**src/rtl/instr_fetch_unit.sv**
```systemverilog
// instr_fetch_unit
//
// Upstream feeder for the 32-bit Intermediate_Register stage. Keeps the
// program counter, fetches one word per request over a req/ack memory
// handshake and presents it on instr_out with a single-cycle ir_enable
// strobe that drives the register's enable input directly. Supports a
// downstream stall and PC redirects (branch/jump).
//
// Ports:
//   clk            clock, all logic on the rising edge
//   rst            synchronous active-high reset
//   stall          downstream not ready; holds the delivered word
//   redirect_valid load redirect_pc as the next fetch address
//   redirect_pc    redirect target, bits [1:0] are ignored
//   mem_req        memory request valid
//   mem_addr       word-aligned request address
//   mem_ack        memory accepts the request; mem_rdata valid this cycle
//   mem_rdata      fetched word
//   instr_out      word for the Intermediate_Register data input
//   ir_enable      load strobe for the Intermediate_Register
//   pc_out         address of the word on instr_out
//   busy           high whenever the unit is not idle

module instr_fetch_unit #(
    parameter logic [31:0] RESET_PC = 32'h0000_0000,
    parameter logic [31:0] PC_STEP  = 32'd4
) (
    input  logic        clk,
    input  logic        rst,
    input  logic        stall,
    input  logic        redirect_valid,
    input  logic [31:0] redirect_pc,
    output logic        mem_req,
    output logic [31:0] mem_addr,
    input  logic        mem_ack,
    input  logic [31:0] mem_rdata,
    output logic [31:0] instr_out,
    output logic        ir_enable,
    output logic [31:0] pc_out,
    output logic        busy
);

    typedef enum logic [1:0] {
        IDLE,
        REQ,
        DELIVER
    } state_e;

    state_e      state_q, state_d;
    logic [31:0] pc_q, pc_d;
    logic [31:0] req_addr_q, req_addr_d;
    logic [31:0] instr_buf_q, instr_buf_d;
    logic [31:0] pc_out_q, pc_out_d;
    logic        kill_q, kill_d;
    logic [31:0] redirect_aligned;

    // Masking keeps every redirect target word aligned.
    assign redirect_aligned = redirect_pc & 32'hFFFF_FFFC;

    // State register; reset also abandons any outstanding request.
    always_ff @(posedge clk) begin
        if (rst) begin
            state_q     <= IDLE;
            pc_q        <= RESET_PC;
            req_addr_q  <= RESET_PC;
            kill_q      <= 1'b0;
            instr_buf_q <= 32'h0;
            pc_out_q    <= 32'h0;
        end else begin
            state_q     <= state_d;
            pc_q        <= pc_d;
            req_addr_q  <= req_addr_d;
            kill_q      <= kill_d;
            instr_buf_q <= instr_buf_d;
            pc_out_q    <= pc_out_d;
        end
    end

    // Next-state logic. A request address must stay stable until acked, so a
    // redirect during an unacked request only arms kill; the stale data is
    // dropped when its ack finally arrives and the refetch uses pc.
    always_comb begin
        state_d     = state_q;
        pc_d        = pc_q;
        req_addr_d  = req_addr_q;
        kill_d      = kill_q;
        instr_buf_d = instr_buf_q;
        pc_out_d    = pc_out_q;
        case (state_q)
            IDLE: begin
                state_d    = REQ;
                req_addr_d = redirect_valid ? redirect_aligned : pc_q;
            end
            REQ: begin
                if (redirect_valid) begin
                    pc_d = redirect_aligned;
                    if (mem_ack) begin
                        req_addr_d = redirect_aligned;
                        kill_d     = 1'b0;
                    end else begin
                        kill_d = 1'b1;
                    end
                end else if (mem_ack) begin
                    if (kill_q) begin
                        kill_d     = 1'b0;
                        req_addr_d = pc_q;
                    end else begin
                        instr_buf_d = mem_rdata;
                        pc_out_d    = req_addr_q;
                        state_d     = DELIVER;
                    end
                end
            end
            DELIVER: begin
                if (redirect_valid) begin
                    pc_d       = redirect_aligned;
                    req_addr_d = redirect_aligned;
                    state_d    = REQ;
                end else if (!stall) begin
                    pc_d       = pc_out_q + PC_STEP;
                    req_addr_d = pc_out_q + PC_STEP;
                    state_d    = REQ;
                end
            end
            default: begin
                state_d = IDLE;
            end
        endcase
    end

    // Outputs; a redirect in DELIVER drops the word, so it suppresses ir_enable.
    always_comb begin
        mem_req   = (state_q == REQ);
        mem_addr  = req_addr_q;
        instr_out = instr_buf_q;
        pc_out    = pc_out_q;
        ir_enable = (state_q == DELIVER) && !stall && !redirect_valid;
        busy      = (state_q != IDLE);
    end

endmodule

```
**config.mk**
```make
export PLATFORM = sky130hd
export DESIGN_NAME = instr_fetch_unit
export DESIGN_NICKNAME = d
export VERILOG_FILES = /design/src/rtl/instr_fetch_unit.sv
export SDC_FILE = /design/constraint.sdc
export NUM_CORES = 1
export LEC_CHECK = 0
export CELL_PAD_IN_SITES_DETAIL_PLACEMENT = 0
export CELL_PAD_IN_SITES_GLOBAL_PLACEMENT = 1
export CORE_AREA = 3 3 127 129
export DETAILED_ROUTE_END_ITERATION = 8
export DIE_AREA = 0 0 130 132
export DONT_BUFFER_PORTS = 1
export PLACE_DENSITY = 0.76
export REMOVE_ABC_BUFFERS = 1
export SLEW_MARGIN = 20
export SYNTH_ARGS = -nofsm -noshare
export SYNTH_HDL_FRONTEND = slang
export SYNTH_SLANG_ARGS = --single-unit
```
**constraint.sdc**
```tcl
create_clock -name clk -period 2.15 [get_ports clk]
set_clock_uncertainty 0.15 [all_clocks]
set_input_delay 0.215 -clock clk [delete_from_list [all_inputs] [get_ports clk]]
set_output_delay 0.215 -clock clk [all_outputs]
set_load 0.05 [all_outputs]
```
==> Flow_metrics.wiki <==
{| class="wikitable"
! Metric !! Value
|-
| Status || complete, but fails checks
|-
| Violated checks || hold timing
|-
| Number of enable-type register cells in the synthesized netlist || 0
|-
| Insertion delay of the later-clocked pin in the worst-skew pair || approximately 420 ps
|-
| Hold Fails Final Rpt || roughly 110
|-
| RR Startpoint || pc_out[6]
|-
| Count of placed standard cells in the final layout, fillers left out || 1037
|-
| Final TNS setup || 0 ps
|-
| Area of the multi-input gates || 0.00322 sq mm
|-
| Clock tree from TritonCTS || built
|-
| Critical Path Source Type || register
|-
| Min setup slack post-route || 24.8 ps
|-
| Global placer's final weighted congestion || 0.849
|-
| Maximum Capacitance Violations || 0
|-
| Pin slew with the least headroom to its limit || approximately 630 ps
|-
| Overall power of the completed layout || 6.82 mW
|-
| Tot GR Track Use || 0.225
|-
| Total congestion overflow || 0
|-
| Seq. cell area || 0.00264 sq mm
|-
| Die boundary height || around 130 microns
|-
| Area growth, synth to finish || 28.8%
|-
| Category of the worst setup path capture point || register
|-
| F_max || 471 MHz
|-
| Maximum cell stage delay along the critical path || roughly 570 ps
|-
| Number of library cell types mapped by synthesis || a little over 60
|-
| Static leakage || between 2 and 3 nW
|-
| Final hold slack || -285 ps
|-
| Synth async-reset ratio || 0
|-
| Worst R2R Setup Slack || roughly 25 ps
|-
| Sequence of cells on the critical path || nand4_1, buf_4, or3_4, or4_1, a21oi_2, o31ai_1
|-
| Worst hold path depth || 1
|-
| Reg-to-reg endpoint || mem_addr[31]
|-
| Hold bufs inserted after CTS || 18
|-
| Area of the placeable core || roughly 0.015 sq mm
|-
| Area of the mapped netlist || 0.00599 sq mm
|-
| Routed wirelength normalized by instance count || around 19 microns
|-
| TritonCTS Sinks || 131
|-
| Vias/cell || between 5 and 6
|-
| Most common flop cell mapped by yosys || sky130_fd_sc_hd__dfxtp_1
|-
| Worst slew margin relative to its limit || 0.580
|-
| Worst endpoint data arrival time || 2280 ps
|-
| First-pass detailed-route iteration total || 5
|-
| Final HPWL from detailed placement || 12800 microns
|-
| Time the final worst path needs with I/O delays and setup || ~2100 ps
|-
| Start point of the critical path || pc_out[6]
|-
| Number of warnings issued by yosys || 0
|-
| Number of nets in the layout || 905
|-
| Peak fanout along the critical path || 8
|-
| Via count of the first global-routing pass || 5822
|-
| Data required time of the worst path || 2300 ps
|-
| Initial Utilization || 0.395
|-
| Number of inserted filler cells in the final layout || 1387
|-
| Unrepaired setup endpoints after global routing || yes
|-
| Total setup violations reported at the end of the flow || 0
|-
| Drc violations || 0
|-
| Share of post-route cells with drive strength above 1 || 0.203
|-
| Total vias in the final route || 5885
|-
| First-pass GRT wire length || 30800 microns
|-
| Total die area || around 0.017 sq mm
|-
| Root buffer cell || sky130_fd_sc_hd__clkbuf_16
|-
| Number of standard-cell rows in the floorplan || 45
|-
| Post-Place Cells || 980
|-
| Final Routed Wirelength || 19600 microns
|-
| Detailed router's first-iteration violation count || roughly 470
|-
| Proportion of synthesized chip area in sequential cells || 0.438
|-
| Antenna violations before repair || 1
|-
| Mean instance size in the synthesized netlist || 7.74 sq um
|-
| Synthesized flop and latch total || about 130
|-
| Worst voltage drop across the vdd grid || about 560 uV
|-
| Horizontal die dimension || around 130 microns
|-
| Worst slack, placed || -68.5 ps
|-
| Slowest library cell on the worst path || sky130_fd_sc_hd__or4_1
|-
| H-tree level count || 4
|-
| Pin count of the biggest net entering global routing || 108
|-
| Endpoint of the most critical setup path || mem_addr[31]
|-
| Period utilisation layout || 0.988
|-
| Hold Crit Class || primary input to register
|-
| Maximum buffer depth of the clock tree || 2
|-
| Port buffer count || 0
|-
| Ports || 168
|-
| Cell Pwr Density || 885 mW/mm^2
|-
| Number of nets with antenna violations after routing || 0
|-
| Number of max-slew violations in the final report || 0
|-
| Cell depth of the worst flop-to-flop path || 6
|-
| CTS buffer count || 17
|-
| Post-synthesis cell count || 774
|-
| Start-to-end type of the worst setup path || register to register
|-
| Clk slew on worst S/H paths || 60 ps
|}
[critical path, delay by kind of cell (launching register included)]
kind	cells	cell delay, ps
buf+inv	1	180
compound gates	2	240
flops	1	330
simple gates	3	1130
[worst min-delay path by stage]
stage | start | endpoint | slack (ps)
3_3_place_gp | rst | instr_out[27] | 140
5_1_grt | rst | instr_out[8] | -310
3_5_place_dp | rst | instr_out[8] | 150
2_1_floorplan | rst | instr_out[0] | 130
6_report | rst | instr_out[27] | -290
4_1_cts | rst | instr_out[8] | -300
[repair_timing]
item                                    in CTS  in global routing
setup buffers                                3                  3
endpoints found under the setup margin      17                 30
hold endpoints to repair                   124                107
pin swaps                                    4                 16
gates resized for setup                      7                 35
[report_power, final]
part,switching (mW),internal (mW),total [mW]
combinational,0.455,0.278,0.733
sequential,0.339,2.57,2.91
clock,1.09,2.08,3.17
[per-layer routing]
layer / global-route usage / part of all wire
met5: 0 / 0
met3: 0.0883 / 0.10
met2: 0.366 / 0.49
met1: 0.270 / 0.39
met4: 0.0768 / 0.018
[cells in the mapped netlist (4+ instances only)]
master                     number  share of area
sky130_fd_sc_hd__o22ai_1        5         0.0052
sky130_fd_sc_hd__nor3_1        16          0.013
sky130_fd_sc_hd__nand2_1      184           0.12
sky130_fd_sc_hd__dfxtp_1      131           0.44
sky130_fd_sc_hd__a221oi_1       7          0.010
sky130_fd_sc_hd__inv_1          9         0.0056
sky130_fd_sc_hd__o31ai_1        4         0.0050
sky130_fd_sc_hd__a21oi_1      110          0.092
sky130_fd_sc_hd__a22oi_1        5         0.0063
sky130_fd_sc_hd__o21ai_1        5         0.0042
sky130_fd_sc_hd__or4_1          4         0.0050
sky130_fd_sc_hd__o21a_1         5         0.0063
sky130_fd_sc_hd__xor2_1         8          0.012
sky130_fd_sc_hd__a311oi_1       6         0.0088
sky130_fd_sc_hd__a211oi_1      25          0.031
sky130_fd_sc_hd__nor2_1        55          0.034
sky130_fd_sc_hd__and3_1        11          0.011
sky130_fd_sc_hd__o21ai_0       30          0.025
sky130_fd_sc_hd__mux2i_1        5         0.0084
sky130_fd_sc_hd__clkbuf_1      53          0.033
sky130_fd_sc_hd__nand3_1       16          0.013
sky130_fd_sc_hd__nor4_1         8         0.0084
sky130_fd_sc_hd__xnor2_1        8          0.012
sky130_fd_sc_hd__a31oi_1        8         0.0084
sky130_fd_sc_hd__buf_6          4         0.0075
[per-stage QoR]
stage	instance area, sq um	utilization	hold WS [ps]
6_report	7710	0.509	-285
5_1_grt	7710	0.509	-307
4_1_cts	7510	0.496	-302
3_5_place_dp	6620	0.437	146
2_1_floorplan	5680	-	134
3_3_place_gp	6620	0.437	144
[kinds of logic (layout without fill, tap and decap cells)]
kind of cell	after synthesis	count (layout)	share of synthesized area
mux	5	5	0.00836
xor+xnor	16	16	0.0234
fa+ha+maj	1	1	0.00209
buf+inv	74	148	0.0566
compound gates	223	223	0.224
simple gates	324	324	0.247
other cells	0	1	0
flops	131	131	0.438
[layout make-up]
type	count	area share
repair buffers	107	0.121
multi-input cells	569	0.418
flip-flops and latches	131	0.342
inverters	9	0.00438
diodes	1	0.000325
well taps	188	0.0305
clock inverters	14	0.0273
clock buffers	18	0.0570
[state kept, by name (all words and copies together), names as in the netlist]
signal,cells
instr_out,32
kill_q,1
mem_addr,32
pc_out,32
pc_q,32
state_q,2
[cells in the final DEF (no fill, tap or decap), types with 4 or more instances in the layout]
| cell type | count |
|---|---|
| sky130_fd_sc_hd__xnor2_1 | 7 |
| sky130_fd_sc_hd__o21ai_0 | 30 |
| sky130_fd_sc_hd__o31ai_1 | 4 |
| sky130_fd_sc_hd__inv_1 | 9 |
| sky130_fd_sc_hd__nand2_1 | 184 |
| sky130_fd_sc_hd__bufinv_16 | 5 |
| sky130_fd_sc_hd__nor3_1 | 14 |
| sky130_fd_sc_hd__nand3_1 | 15 |
| sky130_fd_sc_hd__o22ai_1 | 5 |
| sky130_fd_sc_hd__mux2i_1 | 5 |
| sky130_fd_sc_hd__a311oi_1 | 5 |
| sky130_fd_sc_hd__and3_1 | 10 |
| sky130_fd_sc_hd__dfxtp_1 | 125 |
| sky130_fd_sc_hd__o21a_1 | 5 |
| sky130_fd_sc_hd__dlygate4sd3_1 | 17 |
| sky130_fd_sc_hd__xor2_1 | 8 |
| sky130_fd_sc_hd__clkinv_2 | 4 |
| sky130_fd_sc_hd__a221oi_1 | 6 |
| sky130_fd_sc_hd__dfxtp_2 | 4 |
| sky130_fd_sc_hd__a21oi_1 | 108 |
| sky130_fd_sc_hd__buf_12 | 6 |
| sky130_fd_sc_hd__a211oi_1 | 22 |
| sky130_fd_sc_hd__clkbuf_16 | 17 |
| sky130_fd_sc_hd__a31oi_1 | 8 |
| sky130_fd_sc_hd__o21ai_1 | 5 |
| sky130_fd_sc_hd__a22oi_1 | 4 |
| sky130_fd_sc_hd__nor4_2 | 5 |
| sky130_fd_sc_hd__buf_4 | 81 |
| sky130_fd_sc_hd__nor2_1 | 54 |
Power figures use the tool's default switching activity.
